**src/rtl/pipe_em_stage_if.sv**
```systemverilog
// EX->MEM beat bundle: valid/ready handshake plus the control and data payload.
// The master drives valid and payload and samples ready; the slave does the opposite.
interface pipe_em_stage_if #(
    parameter int DW = 32,
    parameter int RW = 5
);
    logic          valid;
    logic          ready;
    logic          wreg;
    logic          m2reg;
    logic          wmem;
    logic [DW-1:0] alu;
    logic [DW-1:0] b;
    logic [RW-1:0] rn;

    modport master (
        output valid, wreg, m2reg, wmem, alu, b, rn,
        input  ready
    );

    modport slave (
        input  valid, wreg, m2reg, wmem, alu, b, rn,
        output ready
    );
endinterface

```
**src/rtl/pipe_em_stage.sv**
```systemverilog
// EX->MEM pipeline stage register with valid/ready flow control, flush and a
// saturating stall counter.
// Build option PIPE_EM_SKID_EN adds a one-entry skid buffer behind the main
// register so that e_ready comes straight from a flop.
//
// state    | meaning
// ---------+-----------------------------------------------
// ST_EMPTY | no beat held, m_valid = 0
// ST_FULL  | main register holds a beat, skid empty
// ST_SKID  | main and skid both hold beats (skid build only)
module pipe_em_stage #(
    parameter int DW = 32,
    parameter int RW = 5,
    parameter int CW = 16
) (
    input  logic                  clock,
    input  logic                  resetn,
    input  logic                  flush,
    pipe_em_stage_if.slave        ex,
    pipe_em_stage_if.master       mem,
    output logic [CW-1:0]         stall_cnt
);

    typedef enum logic [1:0] {
        ST_EMPTY = 2'd0,
        ST_FULL  = 2'd1,
        ST_SKID  = 2'd2
    } state_t;

    state_t        state;
    logic          m_valid_q;
    logic          mwreg_q;
    logic          mm2reg_q;
    logic          mwmem_q;
    logic [DW-1:0] malu_q;
    logic [DW-1:0] mb_q;
    logic [RW-1:0] mrn_q;
    logic          accept;
    logic          consume;

`ifdef PIPE_EM_SKID_EN
    logic          e_ready_q;
    logic          sk_wreg;
    logic          sk_m2reg;
    logic          sk_wmem;
    logic [DW-1:0] sk_alu;
    logic [DW-1:0] sk_b;
    logic [RW-1:0] sk_rn;

    // e_ready is a flop so no path exists from mem.ready back to ex.ready
    assign ex.ready = e_ready_q;
`else
    assign ex.ready = mem.ready | ~m_valid_q;
`endif

    assign accept  = ex.valid & ex.ready;
    assign consume = m_valid_q & mem.ready;

    assign mem.valid = m_valid_q;
    assign mem.wreg  = mwreg_q;
    assign mem.m2reg = mm2reg_q;
    assign mem.wmem  = mwmem_q;
    assign mem.alu   = malu_q;
    assign mem.b     = mb_q;
    assign mem.rn    = mrn_q;

    // Occupancy FSM and stage registers; controls are cleared whenever the beat leaves
    always_ff @(posedge clock or negedge resetn) begin
        if (!resetn) begin
            state     <= ST_EMPTY;
            m_valid_q <= 1'b0;
            mwreg_q   <= 1'b0;
            mm2reg_q  <= 1'b0;
            mwmem_q   <= 1'b0;
            malu_q    <= '0;
            mb_q      <= '0;
            mrn_q     <= '0;
`ifdef PIPE_EM_SKID_EN
            e_ready_q <= 1'b1;
            sk_wreg   <= 1'b0;
            sk_m2reg  <= 1'b0;
            sk_wmem   <= 1'b0;
            sk_alu    <= '0;
            sk_b      <= '0;
            sk_rn     <= '0;
`endif
        end else if (flush) begin
            // Data fields keep stale values; only validity and controls drop
            state     <= ST_EMPTY;
            m_valid_q <= 1'b0;
            mwreg_q   <= 1'b0;
            mm2reg_q  <= 1'b0;
            mwmem_q   <= 1'b0;
`ifdef PIPE_EM_SKID_EN
            e_ready_q <= 1'b1;
            sk_wreg   <= 1'b0;
            sk_m2reg  <= 1'b0;
            sk_wmem   <= 1'b0;
`endif
        end else begin
            case (state)
                ST_EMPTY: begin
                    if (accept) begin
                        state     <= ST_FULL;
                        m_valid_q <= 1'b1;
                        mwreg_q   <= ex.wreg;
                        mm2reg_q  <= ex.m2reg;
                        mwmem_q   <= ex.wmem;
                        malu_q    <= ex.alu;
                        mb_q      <= ex.b;
                        mrn_q     <= ex.rn;
                    end
                end
                ST_FULL: begin
                    if (accept && consume) begin
                        mwreg_q   <= ex.wreg;
                        mm2reg_q  <= ex.m2reg;
                        mwmem_q   <= ex.wmem;
                        malu_q    <= ex.alu;
                        mb_q      <= ex.b;
                        mrn_q     <= ex.rn;
`ifdef PIPE_EM_SKID_EN
                    end else if (accept) begin
                        state     <= ST_SKID;
                        e_ready_q <= 1'b0;
                        sk_wreg   <= ex.wreg;
                        sk_m2reg  <= ex.m2reg;
                        sk_wmem   <= ex.wmem;
                        sk_alu    <= ex.alu;
                        sk_b      <= ex.b;
                        sk_rn     <= ex.rn;
`endif
                    end else if (consume) begin
                        state     <= ST_EMPTY;
                        m_valid_q <= 1'b0;
                        mwreg_q   <= 1'b0;
                        mm2reg_q  <= 1'b0;
                        mwmem_q   <= 1'b0;
                    end
                end
`ifdef PIPE_EM_SKID_EN
                ST_SKID: begin
                    // Parked beat moves up before anything new is taken
                    if (consume) begin
                        state     <= ST_FULL;
                        e_ready_q <= 1'b1;
                        mwreg_q   <= sk_wreg;
                        mm2reg_q  <= sk_m2reg;
                        mwmem_q   <= sk_wmem;
                        malu_q    <= sk_alu;
                        mb_q      <= sk_b;
                        mrn_q     <= sk_rn;
                        sk_wreg   <= 1'b0;
                        sk_m2reg  <= 1'b0;
                        sk_wmem   <= 1'b0;
                    end
                end
`endif
                default: begin
                    state     <= ST_EMPTY;
                    m_valid_q <= 1'b0;
                    mwreg_q   <= 1'b0;
                    mm2reg_q  <= 1'b0;
                    mwmem_q   <= 1'b0;
                end
            endcase
        end
    end

    // Count backpressured cycles, sticking at all-ones until reset
    always_ff @(posedge clock or negedge resetn) begin
        if (!resetn) begin
            stall_cnt <= '0;
        end else if (m_valid_q && !mem.ready && !flush && (stall_cnt != {CW{1'b1}})) begin
            stall_cnt <= stall_cnt + 1'b1;
        end
    end

endmodule

```
**src/flat_wrapper.sv**
```systemverilog
// flat-port wrapper written by rule: the top's interface ports become plain ports
module pipe_em_stage_flat 
#(
    parameter int DW = 32,
    parameter int RW = 5,
    parameter int CW = 16
)
  (clock, resetn, flush, stall_cnt, ex_valid, ex_wreg, ex_m2reg, ex_wmem, ex_alu, ex_b, ex_rn, ex_ready, mem_valid, mem_wreg, mem_m2reg, mem_wmem, mem_alu, mem_b, mem_rn, mem_ready);
  pipe_em_stage_if #(.DW(DW), .RW(RW)) ex_i ();
  pipe_em_stage_if #(.DW(DW), .RW(RW)) mem_i ();
  input  logic clock;
  input  logic resetn;
  input  logic flush;
  output logic [CW-1:0] stall_cnt;
  input wire logic [$bits(ex_i.valid)-1:0] ex_valid;
  input wire logic [$bits(ex_i.wreg)-1:0] ex_wreg;
  input wire logic [$bits(ex_i.m2reg)-1:0] ex_m2reg;
  input wire logic [$bits(ex_i.wmem)-1:0] ex_wmem;
  input wire logic [$bits(ex_i.alu)-1:0] ex_alu;
  input wire logic [$bits(ex_i.b)-1:0] ex_b;
  input wire logic [$bits(ex_i.rn)-1:0] ex_rn;
  output wire logic [$bits(ex_i.ready)-1:0] ex_ready;
  output wire logic [$bits(mem_i.valid)-1:0] mem_valid;
  output wire logic [$bits(mem_i.wreg)-1:0] mem_wreg;
  output wire logic [$bits(mem_i.m2reg)-1:0] mem_m2reg;
  output wire logic [$bits(mem_i.wmem)-1:0] mem_wmem;
  output wire logic [$bits(mem_i.alu)-1:0] mem_alu;
  output wire logic [$bits(mem_i.b)-1:0] mem_b;
  output wire logic [$bits(mem_i.rn)-1:0] mem_rn;
  input wire logic [$bits(mem_i.ready)-1:0] mem_ready;
  assign ex_i.valid = ex_valid;
  assign ex_i.wreg = ex_wreg;
  assign ex_i.m2reg = ex_m2reg;
  assign ex_i.wmem = ex_wmem;
  assign ex_i.alu = ex_alu;
  assign ex_i.b = ex_b;
  assign ex_i.rn = ex_rn;
  assign ex_ready = ex_i.ready;
  assign mem_valid = mem_i.valid;
  assign mem_wreg = mem_i.wreg;
  assign mem_m2reg = mem_i.m2reg;
  assign mem_wmem = mem_i.wmem;
  assign mem_alu = mem_i.alu;
  assign mem_b = mem_i.b;
  assign mem_rn = mem_i.rn;
  assign mem_i.ready = mem_ready;
  pipe_em_stage #(.DW(DW), .RW(RW), .CW(CW)) u_core (.clock(clock), .resetn(resetn), .flush(flush), .ex(ex_i), .mem(mem_i), .stall_cnt(stall_cnt));
endmodule
```
**config.mk**
```make
export PLATFORM = sky130hd
export DESIGN_NAME = pipe_em_stage_flat
export DESIGN_NICKNAME = d
export VERILOG_FILES = /design/src/rtl/pipe_em_stage_if.sv /design/src/rtl/pipe_em_stage.sv /design/src/flat_wrapper.sv
export SDC_FILE = /design/constraint.sdc
export NUM_CORES = 1
export LEC_CHECK = 0
export BUFFER_PORTS_ARGS = -buffer_cell sky130_fd_sc_hd__buf_2
export CORE_UTILIZATION = 52
export CTS_BUF_LIST = sky130_fd_sc_hd__clkbuf_4 sky130_fd_sc_hd__clkbuf_8
export DETAILED_ROUTE_END_ITERATION = 10
export GPL_TIMING_DRIVEN = 0
export PLACE_DENSITY = 0.88
export SLEW_MARGIN = 15
export SYNTH_ARGS = -nofsm -noshare
export SYNTH_HDL_FRONTEND = slang
export SYNTH_SLANG_ARGS = --single-unit
```
**constraint.sdc**
```tcl
create_clock -name clock -period 3.2 [get_ports clock]
set_input_delay 0.32 -clock clock [delete_from_list [all_inputs] [get_ports clock]]
set_output_delay 0.32 -clock clock [all_outputs]
set_load 0.05 [all_outputs]
```
* After elaboration in Yosys (flattened, before gate mapping)
Index checks and enable logic that the tools add are counted. W data, S select, Z words.
Word-level totals: input bits 77, memories kept 0, logic and storage cells 65, latch bits 0, RAM bits 0, output and inout port bits 90, ROM bits 0, register bits 91
Cells by class: add/subtract/negate cells 1, shift operators 0, reduce and logical (&&, ||, !) cells 11, bitwise logic cells 5, divide/modulo/power cells 0, equality and inequality tests 8, order comparisons 0, multiplexer cells 31, multiply operators 0
Operator list (count):
- $mux W32 | 4
- $pmux W32 S2 | 2
- $add A16 B1 Y16 const B | 1
- $ne A16 B16 Y1 const B | 1
- $mux W1 | 13
- $mux W5 | 2
- $pmux W5 S2 | 1
- $mux W2 | 4
- $pmux W1 S2 | 4
- $ne A3 B2 Y1 const B | 2
- $logic_and A1 B1 Y1 | 4
- $ne A2 B1 Y1 const B | 2
- $ne A4 B2 Y1 const B | 1
- $pmux W2 S2 | 1
- $reduce_and A4 Y1 | 1
- $ne A3 B3 Y1 const B | 1
- $reduce_and A3 Y1 | 1
- $and A1 B1 Y1 | 2
- $eq A2 B1 Y1 const B | 1
- $logic_not A1 Y1 | 2
- $logic_not A2 Y1 | 1
- $not A1 Y1 | 2
- $reduce_and A2 Y1 | 1
- $reduce_bool A2 Y1 | 1
- $or A1 B1 Y1 | 1

* Depth between registers and ports, before layout
Gate-level depths: netlist (run 1).
depth in word-level cells 7, mapped depth 6, gate-level depth less buffers 5

* Worst setup path before layout (run 1)
No wires, ideal clock.
path kind reg2reg, from reg u_core.stall_cnt[0], to reg u_core.stall_cnt[12], slack 1.225 ns, path buffers 0, setup time 0.125 ns, arrival 1.851 ns, period minus slack after synthesis 1.975 ns, required time 3.075 ns, cell stages (with the launch flop) 6, cell sequence dfrtp_1 > ha_1 > nand3_1 > or2_2 > nor3_1 > mux2_2
Between the ends: cells in the longest elaborated chain, start to end 2, elaborated cells between the ends (all ways) 3, those cells by class add/sub: 1; eq/ne: 1; reduce/logical: 1
RTL lines:
- start: declaration | line pipe_em_stage.sv:21 | output logic [CW-1:0] stall_cnt
- start signal: assignment | line pipe_em_stage.sv:175 | stall_cnt <= stall_cnt + 1'b1;
- branches (longest 2 deep; another with $add A16 B1 Y16)
Several ways; the timed one is not identified. A chain may end at the register's enable or synchronous reset.

* Worst setup path in the final report (run 1)
from reg u_core.state[0], to reg u_core.malu_q[0], in the netlist u_core.mem.alu[0]
Between the ends: cells in the longest elaborated chain, start to end 3, elaborated cells between the ends (all ways) 7, those cells by class eq/ne: 3; mux: 1; reduce/logical: 3
RTL lines:
- start: declaration | line pipe_em_stage.sv:30 | state_t state;
- start signal: assignment | line pipe_em_stage.sv:70 | state <= ST_EMPTY;
- start signal: assignment | line pipe_em_stage.sv:89 | state <= ST_EMPTY;
- start signal: assignment | line pipe_em_stage.sv:104 | state <= ST_FULL;
- $eq A2 B1 Y1 / $logic_not A2 Y1 (equally long branches) | line pipe_em_stage.sv:101 | case (state)
- $ne A2 B1 Y1 (no line) / $reduce_bool A2 Y1 (equally long branches)
- $reduce_and A4 Y1 (no line)
- end signal: assignment | line pipe_em_stage.sv:109 | malu_q <= ex.alu;
- end signal: assignment | line pipe_em_stage.sv:119 | malu_q <= ex.alu;
- end: declaration | line pipe_em_stage.sv:35 | logic [DW-1:0] malu_q;
Parallel ways exist; a longest one is shown, timed or not.

==> reports/results.txt, run 1 <==
Status = complete, no violations
Final Cell Area = 4780 sq um
Antenna cells = 0
Leakage = 0.00238 uW
Number of global-route vias before repair = 2549
Layout Skew = 0.0112 ns
Die ar. = 7280 sq um
Fill cells = 495
Initial antenna violation count = 0
DR pass1 iterations = 6
Worst rel slew slack = 0.558
Period minus WS final = 2.07 ns
Pwr Density = 698 nW/um^2
Setup CP Type = flop to flop
Hold path depth = 2
Crit-path cells = nor2b_1 -> nor2_1 -> buf_2 -> buf_4 -> mux2_2
Maximum clock path buffer count = 2
Period utilization = 0.647
Reg2reg setup slack = 1.13 ns
Sequential area share after synthesis = 0.617
Avg Inst Size Synth = 15.1 sq um
H-Tree Depth = 3
Final Max Slew Viols = 0
Max-cap violations = 0
Total gr overflow = 0
Met2 WL = 3.75 mm
CTS resizes = 0
Tot GR Track Use = 0.207
Reg clk slew, reported paths = 0.09 ns
Reg-to-reg endpoint = u_core.mem.alu[0]
DIE WIDTH = 85.3 microns
Fmax = 0.483 GHz
Routed len/inst = 14.6 microns
Clk Latency, worst-skew pair = 0.34 ns
VDD IR-drop max = 0.515 mV
Hold wc startpoint = flush
Count leader, synth = dfrtp_1
Placed inst area = 4570 sq um
Setup Viol. Count Final = 0
DR WL met3 = 386 microns
Library cell with the largest summed area after synthesis = dfrtp_1
Length of routed wiring on met1 = 3.08 mm
DR iter-0 viols = 99
Synth warn = 0
DRC viols = 0
Largest net degree at the start of global routing = 52
Worst Hold End = u_core.mem.wmem
Slowest cell on crit path = dfrtp_1
Syn Inst Count = 240
Worst Path Max Fanout = 10
R2R cell count = 5
CP startpoint kind = flop
CP Data Required Time = 3.42 ns
Port bufs = 165
CP peak stage delay = 0.43 ns
#FFs+latches synth = 89
Worst path top cell family by delay = simple AND/OR/NAND/NOR gates
Rows = 30
Nets = 496
Critical Path AT = 2.29 ns
Share of cells above drive strength 1 = 0.650
Synth area leaders = dfrtp_1 62%, mux2_2 22%, xor2_1 3.4%
Final number of hold-violating endpoints = 0
Routed via count = 2573
Nature of the critical path endpoint = flop
CTS tree = built
Post-DP HPWL = 5.47 mm
Fin Setup TNS = 0 ns
Commonest register cell after synthesis = dfrtp_1
Synth Cell Area = 3610 sq um
Share of the synthesized area in the top cell type = 0.617
Distinct cells, synth = 27
Routed Antenna Nets = 0
Clock root buffer = clkbuf_8
CTS buffer count = 9
RSZ-0062 raised after global routing = false
RR Startpoint = u_core.state[0]
IO Count = 167
Highest metal used = met4
Clock sink count = 89
Via density = 5.12
Async set or reset register ratio after synthesis = 1.00
Synthesis-to-layout area growth = 32.3%
Initial core utilization = 0.535
Post-synth EDFFs = 0
Final wirelength = 7.34 mm
Die Y = 85.3 microns
Final GP Congestion = 0.765
First-pass GRT wire length = 11.7 mm
Synthesized Nets = 318
Worst path bufs/invs = 2
Least-Margin Pin Slew = 0.657 ns
Area of the core = 6760 sq um
Min-Delay Path Class = input port to flop
Top cells by count, synth = 89 x dfrtp_1, 71 x mux2_2, 14 x xor2_1, 8 x buf_2, 7 x nand2_1
==> how the worst max path moves through the flow <==
stage / startpoint / endpoint / slack, ns / cells after the start
after floorplan: u_core.stall_cnt[0] / u_core.stall_cnt[12] / 1.22 / 5
after global placement: u_core.state[0] / u_core.mem.alu[2] / 1.09 / 5
after detailed placement: u_core.state[0] / u_core.mem.b[29] / 1.04 / 5
after CTS: u_core.state[0] / u_core.mem.alu[0] / 1.02 / 5
after global routing: u_core.state[0] / u_core.mem.alu[0] / 0.92 / 5
final: u_core.state[0] / u_core.mem.alu[0] / 1.13 / 5
==> per-layer routing <==
| layer | global-route usage | vias up |
|---|---|---|
| met5 | 0 | - |
| met4 | 0.0864 | 0 |
| met3 | 0.0428 | 9 |
| met2 | 0.358 | 96 |
| met1 | 0.253 | 1261 |
| li1 | - | 1207 |
==> layout make-up <==
class	instances	area [sq um]	share of cell area
Sequential cell	89	2230	0.466
Multi-Input combinational cell	139	1320	0.275
Timing Repair Buffer	167	866	0.181
Clock buffer	10	131	0.0275
Tap cell	80	100	0.0209
Clock inverter	6	68.8	0.0144
Buffer	11	66.3	0.0139
Inverter	1	3.75	0.000786
==> metrics by stage <==
step | util | hold slack, ns | power (uW) | worst slack, ns | instances
CTS | 0.707 | 0.170 | 3370 | 1.02 | 503
floorplan | - | 0.0244 | 2290 | 1.22 | 240
global route | 0.707 | 0.182 | 3490 | 0.918 | 503
detailed placement | 0.676 | 0.325 | 2610 | 1.04 | 486
global placement | 0.672 | 0.477 | 2580 | 1.09 | 485
finish | 0.707 | 0.183 | 3340 | 1.13 | 503
==> power by group <==
group	switching, uW	total (uW)	internal (uW)
Sequential	105	1410	1300
Clock	384	755	371
Combinational	852	1170	319
==> flip-flops by register name, indices dropped and copies added (netlist names) <==
name              cells
u_core.state          1
u_core.mem.wreg       1
u_core.stall_cnt     16
u_core.mem.b         32
u_core.mem.wmem       1
u_core.mem.m2reg      1
u_core.mem.alu       32
u_core.mem.rn         5
==> timing repair <==
action,CTS,global route
buffers inserted,0,0
hold buffers,1,0
endpoints found under the setup margin,0,0
hold endpoints to repair,38,0
==> cells in the final DEF, fill, tap and decap left out, drive strengths merged <==
| cell type | Yosys | routed |
|---|---|---|
| nand4 | 5 | 5 |
| dfrtp | 89 | 89 |
| mux2i | 3 | 3 |
| o21bai | 1 | 1 |
| or3b | 1 | 1 |
| clkbuf | 0 | 10 |
| mux2 | 71 | 71 |
| xor2 | 14 | 14 |
| nand2b | 1 | 1 |
| bufinv | 0 | 1 |
| nor2 | 3 | 3 |
| dlygate4sd3 | 0 | 1 |
| inv | 1 | 1 |
| ha | 1 | 1 |
| nor4b | 2 | 2 |
| a32oi | 3 | 3 |
| nand2 | 7 | 7 |
| or2 | 5 | 5 |
| buf | 11 | 177 |
| clkinv | 0 | 1 |
| nor4 | 6 | 6 |
| nor3 | 5 | 5 |
| a21oi | 3 | 3 |
| nor2b | 1 | 1 |
| clkinvlp | 0 | 4 |
| nand3 | 5 | 5 |
| nor3b | 2 | 2 |
==> cells by family (layout without fill, tap and decap cells) <==
family                     count (synthesis)  count (layout)  share of synthesized area
AOI/OAI and AO/OA                          7               7                     0.0166
DFF                                       89              89                      0.617
and+or+nand+nor                           43              43                     0.0804
xor gates and xnor gates                  14              14                     0.0339
buffers and inverters                     12             195                     0.0194
adders and majority gates                  1               1                    0.00346
muxes                                     74              74                      0.230
(Power assumes the default switching activity.)
==> run 2: changes to the inputs <==
Settings changed: ABC_AREA set to 1, CORE_UTILIZATION 52 to 49, PLACE_DENSITY 0.88 to 0.83.
Clock period 3.2 ns to 1.99 ns, I/O delays scaled along.
==> run 2 against run 1 <==
Compared with the run above:
- non-clock buffer count decreased by 1
- total power rose by 68%
- cell count is 17% higher
- highest routed layer unchanged
==> reports/results.txt, run 2 <==
Status = complete, no violations
Reg2reg setup slack = 0.32 ns (-0.81 ns)
Pwr Density = 1130 nW/um^2 (+63%)
CTS buffer count = 9 (unchanged)
Post-Route Utilization = 0.675 (-0.0324)
Period minus WS final = 1.67 ns (-0.398 ns)
Library cell with the largest summed area after synthesis = dfrtp_1
Setup CP Type = flop to flop
Synth Cell Area = 3740 sq um (+3.5%)
DR pass1 iterations = 4 (-2)
Reg-to-reg endpoint = u_core.stall_cnt[7]
Area of the core = 7330 sq um (+8.5%)
Routed len/inst = 13.9 microns (-4.9%)
Least-Margin Pin Slew = 0.570 ns (-0.0878 ns)
Die ar. = 7990 sq um (+9.6%)
Clock power share = 0.236 (+0.010)
Clock root buffer = clkbuf_8
Worst Hold End = u_core.mem.rn[2]
Top cells by count, synth = 89 x dfrtp_1, 60 x mux2_2, 59 x nand2_1, 17 x inv_1, 16 x nor2_1
First-pass GRT wire length = 12.4 mm (+5.4%)
Cts hold-fix bufs = 1 (unchanged)
Routed via count = 2867 (+11%)
Worst Path Max Fanout = 10 (unchanged)
H-Tree Depth = 3 (unchanged)
Fin Setup TNS = 0 ns (unchanged)
Fill cells = 578 (+17%)
Multi-input gate area = 1390 sq um (+5.5%)
Fmax = 0.598 GHz (+24%)
Tot GR Track Use = 0.210 (+0.00294)
CTS tree = built
DIE WIDTH = 89.4 microns (+4.7%)
Synthesized Nets = 385 (+21%)
Port bufs = 166 (+0.61%)
Share of the synthesized area in the top cell type = 0.596 (-0.0210)
Routed Antenna Nets = 0 (unchanged)
Register area = 2230 sq um (unchanged)
DRC viols = 0 (unchanged)
Min-Delay Path Class = input port to flop
Count leader, synth = dfrtp_1
VDD IR-drop max = 0.735 mV (+43%)
Max-cap violations = 0 (unchanged)
Avg Inst Size Synth = 12.2 sq um (-19%)
Int Power = 3350 uW (+68%)
Final wirelength = 8.18 mm (+11%)
Hold wc startpoint = ex_rn[2]
Final number of hold-violating endpoints = 0 (unchanged)
Most common library cell in the layout ignoring fill and taps = buf_2
Rows = 31 (+3.3%)
Distinct cells, synth = 21 (-22%)
Leakage = 0.00247 uW (+3.8%)
Clock sink count = 89 (unchanged)
Synth warn = 0 (unchanged)
CTS resizes = 0 (unchanged)
Share of cells above drive strength 1 = 0.541 (-0.109)
Switching power = 2270 uW (+69%)
Maximum clock path buffer count = 2 (unchanged)
Sw Share = 0.404 (+0.00150)
Nature of the critical path endpoint = flop
Post-DP HPWL = 6.22 mm (+14%)
Setup Viol. Count Final = 0 (unchanged)
RSZ-0062 raised after global routing = false
Final GP Congestion = 0.812 (+6.1%)
RR Startpoint = u_core.stall_cnt[0]
Layout Skew = 0.00986 ns (-0.00130 ns)
Seq pwr share = 0.411 (-0.012)
Largest net degree at the start of global routing = 48 (-7.7%)
Sequential area share after synthesis = 0.596 (-0.0210)
Total gr overflow = 0 (unchanged)
CP Data Required Time = 2.29 ns (-1.13 ns)
Commonest register cell after synthesis = dfrtp_1
Async set or reset register ratio after synthesis = 1.00 (unchanged)
Via density = 4.87 (-4.8%)
Period utilization = 0.840 (+0.193)
Initial antenna violation count = 0 (unchanged)
#FFs+latches synth = 89 (unchanged)
Reg clk slew, reported paths = 0.08 ns (about the same)
Initial core utilization = 0.510 (-0.0245)
Die Y = 89.4 microns (+4.7%)
Critical Path AT = 1.97 ns (-0.32 ns)
R2R cell count = 9 (+4)
CP startpoint kind = flop
Synth area leaders = dfrtp_1 60%, mux2_2 18%, nand2_1 5.9%
IO Count = 167 (unchanged)
Comb power frac = 0.353 (+0.002)
Number of global-route vias before repair = 2830 (+11%)
Syn Inst Count = 307 (+28%)
Final Max Slew Viols = 0 (unchanged)
Worst rel slew slack = 0.620 (+0.0626)
Most frequent cells in the layout = 172 x buf_2, 89 x dfrtp_1, 60 x mux2_2, 59 x nand2_1, 17 x inv_1
Post-synth EDFFs = 0 (unchanged)
Antenna cells = 0 (unchanged)
Hold path depth = 2 (unchanged)
DR iter-0 viols = 110 (+11%)
Setup repair bufs after CTS = 0 (unchanged)
Synthesis-to-layout area growth = 32.3% (about the same)
Nets = 564 (+14%)
Clk Latency, worst-skew pair = 0.36 ns (+0.02 ns)
## run 2: changes by cell type after synthesis, moves of 5 or more
cell / previous run / this run
mux2_2: 71 / 60
xnor2_1: 0 / 6
or2_2: 5 / 0
o21ai_0: 0 / 10
xor2_1: 14 / 1
nor2_1: 3 / 16
nor3_1: 5 / 0
inv_1: 1 / 17
nand2_1: 7 / 59
mux2_1: 0 / 9
nand3_1: 5 / 10
## run 2: area by class of cell
class                   instances  area share
clock buffers                  10      0.0266
plain buffers                   9      0.0116
multi-input cells             191       0.280
well taps                      99      0.0250
inverters                      18      0.0137
repair buffers                168       0.176
flip-flops and latches         89       0.450
clock inverters                 5      0.0164
## run 2: layer usage
layer	part of all wire	routed length, microns	track usage	up-vias
li1	-	-	-	1379
met1	0.41	3320	0.235	1370
met2	0.51	4190	0.362	102
met3	0.060	494	0.0683	16
met4	0.022	178	0.0981	0
met5	0	0	0	-
## run 2: logic make-up after synthesis
| kind of cell | synth area share |
|---|---|
| flip-flops | 0.596 |
| XOR/XNOR | 0.0164 |
| adder cells (fa/ha/maj) | 0.00335 |
| AO/OA/AOI/OAI | 0.0224 |
| AND/OR/NAND/NOR | 0.121 |
| buffers and inverters | 0.0335 |
| multiplexers | 0.208 |
## run 2: worst max-delay path: stages (launching register included)
cell and delay [ns]:
dfrtp_1 0.46, ha_1 0.30, nand3_2 0.12, inv_2 0.04
nand2_2 0.14, nor2_4 0.07, nor2_4 0.17, buf_6 0.19
nand2_1 0.07, nand2_1 0.06
## run 2: worst max path at each step
stage | slack (ns) | end | cells after the start | from
finish | 0.32 | u_core.stall_cnt[7] | 9 | u_core.stall_cnt[0]
global route | 0.21 | u_core.stall_cnt[7] | 9 | u_core.stall_cnt[0]
global placement | 0.02 | u_core.mem.rn[4] | 1 | resetn
floorplan | 0.12 | u_core.mem.alu[16] | 4 | u_core.state[0]
CTS | 0.32 | u_core.stall_cnt[7] | 9 | u_core.stall_cnt[0]
detailed placement | 0.33 | u_core.stall_cnt[7] | 9 | u_core.stall_cnt[0]
## run 2: power groups by stage
stage | Clock (uW) | Sequential [uW] | Combinational (uW)
finish | 1330 | 2300 | 1980
global route | 1430 | 2350 | 2090
CTS | 1360 | 2300 | 2000
detailed placement | 0 | 2340 | 2000
global placement | 0 | 2320 | 1950
floorplan | 0 | 3390 | 397
## run 2: stage by stage
| stage | cells | setup WS (ns) | total power (uW) | instance area (sq um) | hold slack, ns |
|---|---|---|---|---|---|
| 6_report | 589 | 0.318 | 5610 | 4950 | 0.0602 |
| 3_3_place_gp | 572 | 0.0216 | 4270 | 4690 | 0.412 |
| 4_1_cts | 589 | 0.317 | 5660 | 4950 | 0.0436 |
| 2_1_floorplan | 307 | 0.117 | 3790 | 3740 | -0.0966 |
| 5_1_grt | 589 | 0.206 | 5870 | 4950 | 0.0448 |
| 3_5_place_dp | 573 | 0.334 | 4340 | 4720 | 0.233 |
==> run 3: changes to the inputs <==
Settings changed: ABC_AREA 1 to 0, CORE_UTILIZATION 49 to 48, PLACE_DENSITY 0.83 to 0.82.
Clock period 1.99 ns to 1.65 ns, I/O delays scaled along.
==> run 3 against run 2 <==
Compared with the run above:
- the run now ends with setup timing left
- critical path depth fell by 4
- clock power increased by 5%
- critical endpoint is now u_core.stall_cnt[12]
- via count shrank 8.5%
- largest power group unchanged
- maximum frequency down 1.6%
- count of clock-buffer cells in the layout grew 1
==> reports/results.txt, run 3 (synthesized netlist as in run 1, its figures left out) <==
Status = complete, but fails checks
Failing checks = setup timing
Final GP Congestion = 0.804 (-0.97%)
Reg clk slew, reported paths = 0.09 ns (about the same)
DIE WIDTH = 88.8 microns (-0.69%)
Number of global-route vias before repair = 2479 (-12%)
Pwr Density = 1310 nW/um^2 (+15%)
Largest net degree at the start of global routing = 60 (+25%)
Slowest cell on crit path = dfrtp_2
Via density = 5.01 (+2.9%)
Period minus WS final = 1.70 ns (+0.0280 ns)
H-Tree Depth = 3 (unchanged)
Reg2reg setup slack = -0.05 ns (-0.37 ns)
Final Max Slew Viols = 0 (unchanged)
Die Y = 88.8 microns (-0.69%)
Area of the core = 7250 sq um (-1.1%)
Rows = 31 (unchanged)
Synthesis-to-layout area growth = 36.5%
Leakage = 0.00240 uW (-2.9%)
Die ar. = 7880 sq um (-1.4%)
Min Hold Slack = 0.0210 ns (-0.0392 ns)
Hold path depth = 2 (unchanged)
CTS tree = built
RSZ-0062 raised after global routing = true
DRC viols = 0 (unchanged)
Most common library cell in the layout ignoring fill and taps = buf_2
IO Count = 167 (unchanged)
Final wirelength = 7.86 mm (-3.9%)
Period utilization = 1.03 (+0.190)
Tot GR Track Use = 0.186 (-0.0240)
Crit-path cells = ha_4 -> nand3_2 -> or2_4 -> nor3_1 -> mux2_2
Antenna cells = 0 (unchanged)
Share of cells above drive strength 1 = 0.713 (+0.172)
DR iter-0 viols = 63 (-43%)
Total gr overflow = 0 (unchanged)
Fin Setup TNS = -0.0495 ns (-0.0495 ns)
Nets = 498 (-12%)
CP Data Required Time = 1.88 ns (-0.41 ns)
Critical Path AT = 1.93 ns (-0.04 ns)
Setup Viol. Count Final = 1 (+1)
Placed Instances = 505 (-12%)
Worst Path Max Fanout = 4 (-6)
Initial core utilization = 0.498 (-0.0121)
Maximum clock path buffer count = 2 (unchanged)
Setup ws final = -0.0495 ns (-0.368 ns)
Max-cap violations = 0 (unchanged)
Clk Latency, worst-skew pair = 0.34 ns (-0.02 ns)
Most frequent cells in the layout = 165 x buf_2, 72 x dfrtp_1, 71 x mux2_2, 17 x dfrtp_2, 14 x xor2_1
Clock sink count = 89 (unchanged)
Clock root buffer = clkbuf_8
Routed Antenna Nets = 0 (unchanged)
First-pass GRT wire length = 11.1 mm (-9.8%)
Fmax = 0.588 GHz (-1.6%)
Port bufs = 165 (-0.60%)
Initial antenna violation count = 0 (unchanged)
Layout Skew = 0.00880 ns (-0.00106 ns)
CP peak stage delay = 0.43 ns (-0.03 ns)
Final number of hold-violating endpoints = 0 (unchanged)
Routed len/inst = 15.0 microns (+8.1%)
DR pass1 iterations = 4 (unchanged)
Nature of the critical path endpoint = flop
CP startpoint kind = flop
Routed via count = 2624 (-8.5%)
Worst rel slew slack = 0.721 (+0.100)
VDD IR-drop max = 0.882 mV (+20%)
Least-Margin Pin Slew = 0.419 ns (-0.150 ns)
Tot Pwr = 6450 uW (+15%)
Post-DP HPWL = 5.73 mm (-7.9%)
R2R cell count = 5 (-4)
Setup CP Type = flop to flop
Final instance count without filler cells = 524 (-11%)
CTS buffer count = 9 (unchanged)
Min-Delay Path Class = input port to flop
-- run 3: path summary, 6_finish.rpt --
kind | from | end
max in group asynchronous | resetn | u_core.mem.alu[4]
hold reg to reg | u_core.stall_cnt[15] | u_core.stall_cnt[15]
hold / removal | flush | u_core.mem.wreg
min in group asynchronous | resetn | u_core.mem.alu[13]
setup / recovery | u_core.stall_cnt[0] | u_core.stall_cnt[12]
setup reg to reg | u_core.stall_cnt[0] | u_core.stall_cnt[12]
-- run 3: repair_timing --
action                                  in CTS  in global routing
endpoints found under the setup margin      61                 31
cloned                                       0                  1
setup buffers                                0                  2
pin swaps                                    1                  3
hold buffers                                 1                  0
endpoints found under the hold margin       30                  0
resized for setup                            5                 14
-- run 3: routing by layer --
| layer | track usage | wire length, microns | vias up |
|---|---|---|---|
| li1 | - | - | 1227 |
| met1 | 0.214 | 3040 | 1270 |
| met2 | 0.329 | 4000 | 119 |
| met3 | 0.0541 | 735 | 8 |
| met4 | 0.0660 | 83 | 0 |
| met5 | 0 | 0 | - |
-- run 3: metrics by stage --
step                       util  worst slack [ns]  instance area [sq um]
after global placement    0.638            -0.438                   4630
final                     0.680           -0.0495                   4930
after floorplan               -           -0.0453                   3680
after global routing      0.680           -0.0959                   4930
after detailed placement  0.642            -0.143                   4660
after CTS                 0.671           0.00302                   4870
-- run 3: worst max-delay path: cells and delay by family (launching register included) --
kind / cells / cell delay (ns)
DFF: 1 / 0.43
and+or+nand+nor: 3 / 0.63
muxes: 1 / 0.37
adders and majority gates: 1 / 0.16
-- run 3: layout make-up --
| cell class | count | area, sq um |
|---|---|---|
| inverters | 1 | 3.75 |
| repair buffers | 170 | 888 |
| well taps | 99 | 124 |
| plain buffers | 10 | 83.8 |
| multi-input cells | 139 | 1390 |
| clock buffers | 11 | 151 |
| clock inverters | 5 | 38.8 |
| fillers | 567 | 2320 |
| flip-flops and latches | 89 | 2250 |
-- run 3: power by group --
group          leakage (uW)  internal [uW]  switching (uW)
registers           0.00105           2540             222
clock network     0.0000842            635             754
logic               0.00126            642            1660
